## config.mk

```make
export PLATFORM = sky130hd
export DESIGN_NAME = mult8_seq_ctrl_flat
export DESIGN_NICKNAME = d
export VERILOG_FILES = /design/src/rtl/mult_seq_pkg.sv /design/src/rtl/mult8_seq_ctrl_if.sv /design/src/rtl/mult_seq_acc.sv /design/src/rtl/mult8_seq_ctrl.sv /design/src/flat_wrapper.sv
export SDC_FILE = /design/constraint.sdc
export NUM_CORES = 1
export LEC_CHECK = 0
export ABC_AREA = 1
export BUFFER_PORTS_ARGS = -buffer_cell sky130_fd_sc_hd__buf_2
export CORE_MARGIN = 2
export CORE_UTILIZATION = 56
export CTS_CLUSTER_DIAMETER = 30
export DETAILED_ROUTE_END_ITERATION = 16
export GPL_TIMING_DRIVEN = 0
export PLACE_DENSITY = 0.77
export SLEW_MARGIN = 20
export SYNTH_ARGS = -nofsm -noshare
export SYNTH_HDL_FRONTEND = slang
export SYNTH_SLANG_ARGS = --single-unit
```

## constraint.sdc

```tcl
create_clock -name clk -period 3.6 [get_ports clk]
set_input_delay 0.54 -clock clk [delete_from_list [all_inputs] [get_ports clk]]
set_output_delay 0.54 -clock clk [all_outputs]
set_load 0.01 [all_outputs]
```

## src/rtl/mult_seq_pkg.sv

```systemverilog
// Shared types and sizing for the digit-serial multiplier controller.
// No logic; latency n/a.
// No flow control; constants and the FSM state encoding only.
package mult_seq_pkg;

    typedef enum logic [1:0] {
        IDLE = 2'd0,
        RUN  = 2'd1,
        DONE = 2'd2
    } state_t;

    localparam int DIGIT_W = 2;
    localparam int N_DIG   = 4;
    localparam int ACC_W   = 16;

endpackage

```

## src/rtl/mult8_seq_ctrl_if.sv

```systemverilog
// Operand/result handshakes plus the digit bus to the external small core.
// No logic; latency n/a.
// valid/ready on both the operand and result sides; core path is combinational.
interface mult8_seq_ctrl_if
    import mult_seq_pkg::*;
#(
    parameter int WIDTH = DIGIT_W * N_DIG,
    parameter int DIGIT = DIGIT_W
);
    logic                 in_valid;
    logic                 in_ready;
    logic [WIDTH-1:0]     a;
    logic [WIDTH-1:0]     b;
    logic [DIGIT-1:0]     core_a;
    logic [DIGIT-1:0]     core_b;
    logic [2*DIGIT-1:0]   core_p;
    logic                 out_valid;
    logic                 out_ready;
    logic [2*WIDTH-1:0]   p;

    // Source, sink and core side.
    modport master (
        output in_valid, a, b, core_p, out_ready,
        input  in_ready, core_a, core_b, out_valid, p
    );

    // Controller side.
    modport slave (
        input  in_valid, a, b, core_p, out_ready,
        output in_ready, core_a, core_b, out_valid, p
    );
endinterface

```

## src/rtl/mult_seq_acc.sv

```systemverilog
// Shift-accumulate register: acc += zero-extended pp << shamt, modulo 2^ACC_W.
// One cycle from en to updated acc; clr wins over en.
// No backpressure; updates whenever en is high.
module mult_seq_acc
    import mult_seq_pkg::*;
#(
    parameter int ACC_W_P = ACC_W,
    parameter int PP_W    = 2 * DIGIT_W,
    parameter int SH_W    = $clog2(ACC_W_P)
) (
    input  logic               clk,
    input  logic               rst_n,
    input  logic               clr,
    input  logic               en,
    input  logic [SH_W-1:0]    shamt,
    input  logic [PP_W-1:0]    pp,
    output logic [ACC_W_P-1:0] acc
);

    // Accumulator: clear on a new operation, otherwise add the shifted partial product.
    always_ff @(posedge clk or negedge rst_n) begin
        if (!rst_n) begin
            acc <= '0;
        end else if (clr) begin
            acc <= '0;
        end else if (en) begin
            acc <= acc + (ACC_W_P'(pp) << shamt);
        end
    end

endmodule

```

## src/rtl/mult8_seq_ctrl.sv

```systemverilog
// Multiplies two WIDTH-bit operands by walking all digit pairs through one external core.
// Accept to out_valid is N_DIG*N_DIG cycles (16); minimum initiation interval 18.
// in_ready only in IDLE; result held stable in DONE until out_ready.
module mult8_seq_ctrl
    import mult_seq_pkg::*;
#(
    parameter int WIDTH = DIGIT_W * N_DIG,
    parameter int DIGIT = DIGIT_W
) (
    input  logic             clk,
    input  logic             rst_n,
    mult8_seq_ctrl_if.slave  bus
);

    localparam int NUM_DIG = WIDTH / DIGIT;
    localparam int IDX_W   = (NUM_DIG > 1) ? $clog2(NUM_DIG) : 1;
    localparam int PW      = 2 * WIDTH;
    localparam int SH_W    = $clog2(PW);
    localparam logic [IDX_W-1:0] LAST_IDX = IDX_W'(NUM_DIG - 1);

    state_t            state;
    state_t            state_nxt;
    logic [WIDTH-1:0]  a_reg;
    logic [WIDTH-1:0]  b_reg;
    logic [IDX_W-1:0]  i_idx;
    logic [IDX_W-1:0]  j_idx;
    logic              accept;
    logic              acc_en;
    logic [SH_W-1:0]   shamt;
    logic [PW-1:0]     acc;

    // State register.
    always_ff @(posedge clk or negedge rst_n) begin
        if (!rst_n) begin
            state <= IDLE;
        end else begin
            state <= state_nxt;
        end
    end

    // Next state, handshakes and core digit selection.
    always_comb begin
        state_nxt     = state;
        accept        = 1'b0;
        acc_en        = 1'b0;
        shamt         = '0;
        bus.in_ready  = 1'b0;
        bus.out_valid = 1'b0;
        bus.core_a    = '0;
        bus.core_b    = '0;
        unique case (state)
            IDLE: begin
                bus.in_ready = 1'b1;
                if (bus.in_valid) begin
                    accept    = 1'b1;
                    state_nxt = RUN;
                end
            end
            RUN: begin
                bus.core_a = a_reg[DIGIT*i_idx +: DIGIT];
                bus.core_b = b_reg[DIGIT*j_idx +: DIGIT];
                acc_en     = 1'b1;
                shamt      = SH_W'(DIGIT * (int'(i_idx) + int'(j_idx)));
                if (i_idx == LAST_IDX && j_idx == LAST_IDX) begin
                    state_nxt = DONE;
                end
            end
            DONE: begin
                bus.out_valid = 1'b1;
                if (bus.out_ready) begin
                    state_nxt = IDLE;
                end
            end
            default: state_nxt = IDLE;
        endcase
    end

    // Operand capture on accept.
    always_ff @(posedge clk or negedge rst_n) begin
        if (!rst_n) begin
            a_reg <= '0;
            b_reg <= '0;
        end else if (accept) begin
            a_reg <= bus.a;
            b_reg <= bus.b;
        end
    end

    // Digit counters: j fastest, i advances when j wraps.
    always_ff @(posedge clk or negedge rst_n) begin
        if (!rst_n) begin
            i_idx <= '0;
            j_idx <= '0;
        end else if (accept) begin
            i_idx <= '0;
            j_idx <= '0;
        end else if (state == RUN) begin
            if (j_idx == LAST_IDX) begin
                j_idx <= '0;
                i_idx <= (i_idx == LAST_IDX) ? '0 : i_idx + 1'b1;
            end else begin
                j_idx <= j_idx + 1'b1;
            end
        end
    end

    mult_seq_acc #(
        .ACC_W_P (PW),
        .PP_W    (2 * DIGIT),
        .SH_W    (SH_W)
    ) u_acc (
        .clk   (clk),
        .rst_n (rst_n),
        .clr   (accept),
        .en    (acc_en),
        .shamt (shamt),
        .pp    (bus.core_p),
        .acc   (acc)
    );

    assign bus.p = acc;

endmodule

```

## src/flat_wrapper.sv

```systemverilog
// flat-port wrapper written by rule: the top's interface ports become plain ports
module mult8_seq_ctrl_flat import mult_seq_pkg::*;
#(
    parameter int WIDTH = DIGIT_W * N_DIG,
    parameter int DIGIT = DIGIT_W
)
  (clk, rst_n, bus_in_valid, bus_a, bus_b, bus_core_p, bus_out_ready, bus_in_ready, bus_core_a, bus_core_b, bus_out_valid, bus_p);
  mult8_seq_ctrl_if #(.WIDTH(WIDTH), .DIGIT(DIGIT)) bus_i ();
  input  logic clk;
  input  logic rst_n;
  input wire logic [$bits(bus_i.in_valid)-1:0] bus_in_valid;
  input wire logic [$bits(bus_i.a)-1:0] bus_a;
  input wire logic [$bits(bus_i.b)-1:0] bus_b;
  input wire logic [$bits(bus_i.core_p)-1:0] bus_core_p;
  input wire logic [$bits(bus_i.out_ready)-1:0] bus_out_ready;
  output wire logic [$bits(bus_i.in_ready)-1:0] bus_in_ready;
  output wire logic [$bits(bus_i.core_a)-1:0] bus_core_a;
  output wire logic [$bits(bus_i.core_b)-1:0] bus_core_b;
  output wire logic [$bits(bus_i.out_valid)-1:0] bus_out_valid;
  output wire logic [$bits(bus_i.p)-1:0] bus_p;
  assign bus_i.in_valid = bus_in_valid;
  assign bus_i.a = bus_a;
  assign bus_i.b = bus_b;
  assign bus_i.core_p = bus_core_p;
  assign bus_i.out_ready = bus_out_ready;
  assign bus_in_ready = bus_i.in_ready;
  assign bus_core_a = bus_i.core_a;
  assign bus_core_b = bus_i.core_b;
  assign bus_out_valid = bus_i.out_valid;
  assign bus_p = bus_i.p;
  mult8_seq_ctrl #(.WIDTH(WIDTH), .DIGIT(DIGIT)) u_core (.clk(clk), .rst_n(rst_n), .bus(bus_i));
endmodule
```

# Word level (Yosys, flattened, before mapping)
# Cells that the tools add are included.
# word_totals
ff_bits	38
inputBits	24
elab_cells	48
# classes
add_sub_neg	4
n_eq_ne	7
n_shift	3
mux	21
n_reduce_logical	7
# ops
cell	n
16-bit 2-to-1 mux	2
2-bit 2-to-1 mux	12
16-bit adder	1
8-bit by 4-bit indexed part select with 2-bit output	2
4-bit by 4-bit left shift with 16-bit output	1
2-bit == test, second input constant	3
2-bit one-hot mux with 3 select lines	1
2-bit nonzero test	3
1-bit 2-to-1 mux	5
2-bit by 1-bit adder with 2-bit output, second input constant	2
4-bit 2-to-1 mux	1
2-bit != test, second input constant	2
2-bit by 2-bit adder with 3-bit output	1
3-bit AND reduction	1
2-bit by 1-bit == test with 1-bit output, second input constant	1
2-bit zero test	1
2-bit by 1-bit != test with 1-bit output, second input constant	1
2-bit AND reduction	1
1-bit logical AND	1

# Logic depth before layout (Yosys ltp)
# Gate-level depths: netlist of run 1.
# logic_depth
word_depth	6
mapped_depth	20
depth_no_buf	20

# Hierarchy
# Synthesis of run 1 repeated with hierarchy kept, for this count alone.
# unflattened
hier_cells	447
area_unflattened_um2	2957.8
# modules_own_cells
module	n_inst	cells_each	area_each_um2	seq_area_each_um2
mult_seq_acc	1	297	1780.5	400.4
mult8_seq_ctrl	1	150	1177.4	550.5

# Worst setup path after synthesis of run 1
# Ideal clock, no wire load.
# synth_timing
path_kind	register to register
start	register u_core.i_idx[0]
end	register u_core.u_acc.acc[10]
setup_time_ns	0.126
arrival_ns	2.730
t_required_ns	3.474
slack_ns	0.744
stages_incl_launch_ff	21
period_less_slack_ns	2.856
path_cell_list	dfrtp_1 ha_1 inv_1 fa_1 nor2_4 inv_1 nand3_1 nor2_1 ha_1 inv_1 fa_1 inv_1 nand3_1 nand2_1 nand2_1 nand2_1 nand2_1 nand2_1 nand2_1 nand2_1 o21ai_0
# synth_between
elab_chain_cells	6
# synth_lines
element	line_no	rtl
from (decl)	mult8_seq_ctrl.sv:25	logic [IDX_W-1:0] i_idx;
from (signal assigned)	mult8_seq_ctrl.sv:100	i_idx <= (i_idx == LAST_IDX) ? '0 : i_idx + 1'b1;
2-bit by 2-bit adder with 3-bit output	mult8_seq_ctrl.sv:63	shamt = SH_W'(DIGIT * (int'(i_idx) + int'(j_idx)));
4-bit 2-to-1 mux	mult8_seq_ctrl.sv:51	unique case (state)
4-bit by 4-bit left shift with 16-bit output	mult_seq_acc.sv:27	acc <= acc + (ACC_W_P'(pp) << shamt);
16-bit adder	mult_seq_acc.sv:27	
16-bit 2-to-1 mux	mult_seq_acc.sv:26	end else if (en) begin
16-bit 2-to-1 mux	mult_seq_acc.sv:24	end else if (clr) begin
to (signal assigned)	mult_seq_acc.sv:27	
to (decl)	mult_seq_acc.sv:17	output logic [ACC_W_P-1:0] acc
# Every way passes these cells. The select of a mux whose other input is x is not followed.
# A chain may end at the register's enable or synchronous reset.

# Worst setup path after layout of run 1
# Ends and elaborated chain as after synthesis.

==> results.yml, run 1 <==
clock_tree:
  clk_path_buf_depth: 2
  path_clk_slew_ps: 80
  cts_hold_buf: 0
  clk_latency_ps: 290
  post_cts_resized: 0
  cts_root_buf: "clkbuf_8"
  tritoncts: "done"
  cts.sinks: 38
  htreeDepth: 2
  cts_buffers: 5
  post-cts-setup-buffers: 0
routing:
  drt-initial-drc-count: 127
  postRouteAntennaNets: 0
  vias: 2613
  dr.pass1.iters: 5
  drt-total-wl_mm: 6.12
  route.detailed.drc: 0
  via_per_inst: 5.26
  wire_per_inst_um: 12.3
critical_path:
  crit_start: "u_core.i_idx[0]"
  reg2reg_setup_slack_ps: 270
  reg2reg_to: "u_core.u_acc.acc[10]"
  path_max_fanout: 8
  critPathKind: "reg2reg"
  critPathArrivalTime_ps: 3510
  crit_required_ps: 3780
  reg2reg_from: "u_core.i_idx[0]"
  start_kind: "flop"
  ff2ff_path_depth: 20
  endpoint_kind: "flop"
timing:
  slew_viol_final: 0
  min_period_over_period_pct: 92.6
  max_freq_mhz: 300
  finalHoldViolCount: 0
  worstMarginPinSlew_ps: 846
  finalSetupViolCount: 0
  finalSetupTns_ps: 0
  skew_ps: 14.1
  fin_crit_ps: 3330
  postLayoutSetupSlackWorst_ps: 268
  slew_headroom_pct: 43.6
  rsz0062_at_grt: "no"
pwr:
  ir_drop_mv: 0.455
  p_leak_nw: 1.75
  power.total_mw: 3.28
  power.density_nw_per_um2: 1080
logic_synthesis:
  yosys_warnings: 0
  synth-main-ff-cell: "dfrtp_1"
  synth-edff-count: 0
  netlist_instances: 392
  syn_avg_cell_area_um2: 6.78
  syn_nets: 436
  synth_seq_cells: 38
  synthDistinctLibCells: 30
  syn_area_um2: 2660
  yosysSeqAreaShare_pct: 35.8
  async_reset_ff_share_pct: 100
cells_and_area:
  layout-drive-gt1-share_pct: 14.7
  syn_to_final_growth_pct: 14.1
  fin_util_pct: 65.1
  seqCellArea_um2: 951
  fill_cells: 427
  largest_reg_flops: 16
  finalNonFillerCells: 497
  diodes: 0
  multi_input_area_um2: 1510
  nets: 488
grt:
  first_global_vias: 2506
  overflow: 0
  antenna_found_initial: 0
  grt_usage_pct: 25.6
  grt_max_degree: 39
  grt_pass1_wl_mm: 10.6
floorplan:
  initial_core_util_pct: 57.0
  die_x_um: 72.9
  fp.dieArea_um2: 5320
  pin_count: 46
  dieHeight_um: 72.9
  num_rows: 25
  coreArea_um2: 4660
hold_path:
  min_path_type: "in2async"
placement:
  dpl.hpwl_mm: 4.67
  dp.cells: 491
  port_buffers: 45
  gp_congestion: 0.925
  dp_worst_setup_slack_ps: 284
job:
  maxCapViolCount: 0
status:
  status: "completed"
[critical path, cell delays in order, from the launching register on]
cell and delay [ps]:
dfrtp_1 500, ha_1 200, inv_1 40, fa_1 540, nor2_4 80, inv_1 130
nand3_1 110, nor2_1 120, ha_1 170, inv_1 50, fa_1 380, inv_1 90
nand3_1 70, nand2_1 160, nand2_1 90, nand2_1 140, nand2_1 70, nand2_1 90
nand2_1 60, nand2_1 50, o21ai_0 70
[metal layers]
metal | routed length, um | global-route usage [%] | vias to the layer above | share of wire (%)
li1 | - | - | 1355 | -
met1 | 2730 | 31.6 | 1166 | 45
met2 | 2940 | 44.4 | 78 | 48
met3 | 318 | 4.14 | 14 | 5.2
met4 | 128 | 10.1 | 0 | 2.1
met5 | 0 | 0 | - | 0
[worst max-delay path by stage]
stage,endpoint,slack (ps)
2_1_floorplan,u_core.u_acc.acc[10],740
3_3_place_gp,u_core.u_acc.acc[10],330
3_5_place_dp,u_core.u_acc.acc[10],280
4_1_cts,u_core.u_acc.acc[10],280
5_1_grt,u_core.u_acc.acc[10],7
6_report,u_core.u_acc.acc[10],270
[Yosys cell counts, types with 3 or more instances]
cell type,n,area [um2]
inv_1,43,161
a21oi_1,21,105
a21o_1,3,22.5
nor2_1,46,173
o21ai_0,26,130
dfrtp_1,38,951
buf_2,4,20.0
nor3_1,3,15.0
nand3_1,17,85.1
nand2_1,144,541
nand4_1,4,25.0
ha_1,18,225
[where the power goes]
group / switching [mW] / internal [mW]
combinational: 1.37 / 0.812
sequential: 0.157 / 0.641
clock: 0.149 / 0.148
total: 1.68 / 1.60
[per-stage QoR]
stage	hold slack [ps]	instance area, um2
2_1_floorplan	244	2660
3_5_place_dp	461	2950
4_1_cts	387	3030
5_1_grt	431	3030
6_report	331	3030
3_3_place_gp	458	2950
[cells by family after synthesis]
kind of cell / Yosys count / share of synthesized area [%]
flops: 38 / 35.8
simple gates: 224 / 34.5
compound gates: 59 / 12.2
buf+inv: 51 / 7.53
fa+ha+maj: 20 / 9.98
[area by class of cell]
cell class,instances,area share (%)
Buffer,6,1.03
Clock buffer,6,2.72
Inverter,45,5.57
Multi-Input combinational cell,303,49.7
Sequential cell,38,31.3
Tap cell,54,2.23
Timing Repair Buffer,45,7.42
[layout by cell type, fill, tap and decap left out, types with 6 or more instances in the layout]
| cell type | instances |
|---|---|
| nand2_1 | 144 |
| nand3_1 | 17 |
| clkbuf_8 | 6 |
| buf_2 | 49 |
| inv_1 | 43 |
| dfrtp_1 | 38 |
| ha_1 | 18 |
| o21ai_0 | 26 |
| a21oi_1 | 21 |
| nor2_1 | 46 |
(Power assumes the default switching activity.)
==> run 2, diff against run 1 <==
--- a/config.mk
+++ b/config.mk
@@ -5,7 +5,6 @@
 export SDC_FILE = /design/constraint.sdc
 export NUM_CORES = 1
 export LEC_CHECK = 0
-export ABC_AREA = 1
 export BUFFER_PORTS_ARGS = -buffer_cell sky130_fd_sc_hd__buf_2
 export CORE_MARGIN = 2
 export CORE_UTILIZATION = 56
==> results.yml, run 2 <==
logic_synthesis:
  yosysSeqAreaShare_pct: 36.4
  synth_area_leaders: "dfrtp_1 36%, ha_1 8.6%, mux2_2 6.9%"
  netlist_instances: 274
  netlist.top_cell.by_area: "dfrtp_1"
  synth.top_cell.area_share_pct: 36.4
  yosys_warnings: 0
  synthDistinctLibCells: 50
  async_reset_ff_share_pct: 100
  syn_area_um2: 2610
  synth-main-ff-cell: "dfrtp_1"
  syn_avg_cell_area_um2: 9.53
  synth_top_cells_by_count: "38 x dfrtp_1, 34 x nand2_1, 18 x ha_1"
  synth_seq_cells: 38
  synth_most_common_cell: "dfrtp_1"
  syn_nets: 318
  synth-edff-count: 0
timing:
  finalSetupViolCount: 0
  fin_crit_ps: 3510
  skew_ps: 4.27
  min_period_over_period_pct: 97.5
  max_freq_mhz: 285
  rsz0062_at_grt: "yes"
  slew_headroom_pct: 42.7
  slew_viol_final: 0
  worstMarginPinSlew_ps: 859
  finalHoldViolCount: 0
  holdWs_ps: 341
clock_tree:
  cts.sinks: 38
  htreeDepth: 2
  path_clk_slew_ps: 80
  tritoncts: "done"
  cts_buffers: 5
  clk_path_buf_depth: 2
  clk_latency_ps: 300
  cts_hold_buf: 0
  cts_root_buf: "clkbuf_8"
cells_and_area:
  diodes: 0
  syn_to_final_growth_pct: 17.6
  final_common_cell: "buf_2"
  final_cell_mix: "49 x buf_2, 36 x dfrtp_1, 34 x nand2_1"
  nets: 374
  fill_cells: 362
  finalNonFillerCells: 383
  largest_reg_flops: 16
  layout-drive-gt1-share_pct: 30.5
critical_path:
  ff2ff_path_depth: 13
  crit_start: "u_core.j_idx[0]"
  start_kind: "flop"
  cp-endpoint: "u_core.u_acc.acc[13]"
  reg2reg_to: "u_core.u_acc.acc[13]"
  reg2reg_setup_slack_ps: 90
  reg2reg_from: "u_core.j_idx[0]"
  path_max_fanout: 6
  crit_required_ps: 3770
  critPathKind: "reg2reg"
  critPathArrivalTime_ps: 3680
  endpoint_kind: "flop"
routing:
  wire_per_inst_um: 16.4
  drt-initial-drc-count: 123
  vias: 2272
  route.detailed.drc: 0
  drt-total-wl_mm: 6.30
  via_per_inst: 5.93
  dr.pass1.iters: 4
  postRouteAntennaNets: 0
placement:
  gp_congestion: 0.937
  dp.cells: 371
  dpl.hpwl_mm: 4.66
  port_buffers: 45
grt:
  antenna_found_initial: 0
  grt_max_degree: 39
  grt_usage_pct: 26.1
  overflow: 0
  grt_pass1_wl_mm: 10.5
  first_global_vias: 2239
pwr:
  power.density_nw_per_um2: 1050
  ir_drop_mv: 0.472
  p_leak_nw: 1.47
  power.total_mw: 3.23
floorplan:
  num_rows: 24
  fp.dieArea_um2: 5220
  initial_core_util_pct: 59.1
  coreArea_um2: 4410
  dieHeight_um: 72.3
  pin_count: 46
  die_x_um: 72.3
status:
  status: "completed"
job:
  maxCapViolCount: 0
hold_path:
  min_path_type: "in2async"
## run 2: cell types whose count changed after synthesis, moves of 5 or more
cell and change:
xnor2_1 +5, clkbuf_1 +8, mux2_2 +16, inv_1 -32, o21ai_0 -15, nand3_1 -15
o22ai_1 +7, and2_1 +6, a21oi_1 -5, nor2_1 -30, nand2_1 -110, xor2_1 +7
## run 2: power breakdown
part,switching (mW),internal [mW]
Sequential,0.155,0.645
Clock,0.164,0.154
Combinational,1.12,0.986
## run 2: critical path: stages, from the launching register on
cell and delay [ps]:
dfrtp_2 460, ha_1 220, inv_1 80, fa_2 490, and2_1 190, and3_1 200
a22o_1 180, ha_1 240, a211o_1 310, a211o_1 330, a31oi_2 260, a211oi_1 150
mux2i_1 170, o311ai_1 110
## run 2: metrics by stage
| stage | instance area, um2 | setup slack, ps | utilization [%] | TNS (ps) |
|---|---|---|---|---|
| 4_1_cts | 3010 | 7.62 | 68.2 | 0 |
| 3_3_place_gp | 2900 | -355 | 65.7 | -1260 |
| 3_5_place_dp | 2900 | -437 | 65.7 | -2220 |
| 2_1_floorplan | 2610 | 119 | - | 0 |
| 5_1_grt | 3070 | -31.5 | 69.6 | -52.0 |
| 6_report | 3070 | 88.7 | 69.6 | 0 |
## run 2: worst min path at each step
stage	endpoint	slack, ps	from	cells after the start
final	u_core.b_reg[1]	340	rst_n	1
after global routing	u_core.b_reg[1]	430	rst_n	1
after CTS	u_core.b_reg[1]	380	rst_n	1
after detailed placement	u_core.a_reg[0]	490	u_core.a_reg[0]	1
after global placement	u_core.a_reg[5]	490	u_core.a_reg[5]	1
after floorplan	u_core.a_reg[0]	240	rst_n	0
## run 2: logic make-up (layout without fill, tap and decap cells)
logic type               Yosys count  after routing  share of synthesized area, %
AO/OA/AOI/OAI                     74             74                          19.2
XOR/XNOR                          12             12                          4.03
adder cells (fa/ha/maj)           20             20                          10.2
buffers and inverters             26             83                          4.12
flip-flops                        38             38                          36.4
multiplexers                      23             23                          11.5
AND/OR/NAND/NOR                   81             81                          14.6
## run 2: metal layers
| layer | up-vias | track usage [%] | wire (um) |
|---|---|---|---|
| li1 | 1110 | - | - |
| met1 | 1073 | 35.3 | 2820 |
| met2 | 74 | 42.5 | 3020 |
| met3 | 15 | 3.61 | 321 |
| met4 | 0 | 10.3 | 143 |
| met5 | - | 0 | 0 |
## run 2: what timing repair did
item                       CTS  global route
setup endpoints to repair    9             7
setup buffers                1             5
gates cloned                 0             0
resized for setup            7             7
pin swaps                    1             4
## run 2: cell type report
cell class	instances	area, um2	area share, %
Tap cell	52	65.1	2.12
Sequential cell	38	953	31.1
Clock buffer	6	82.6	2.69
Timing Repair Buffer	51	270	8.80
Inverter	11	41.3	1.34
Clock inverter	2	12.5	0.407
Multi-Input combinational cell	210	1590	51.7
Buffer	13	58.8	1.92
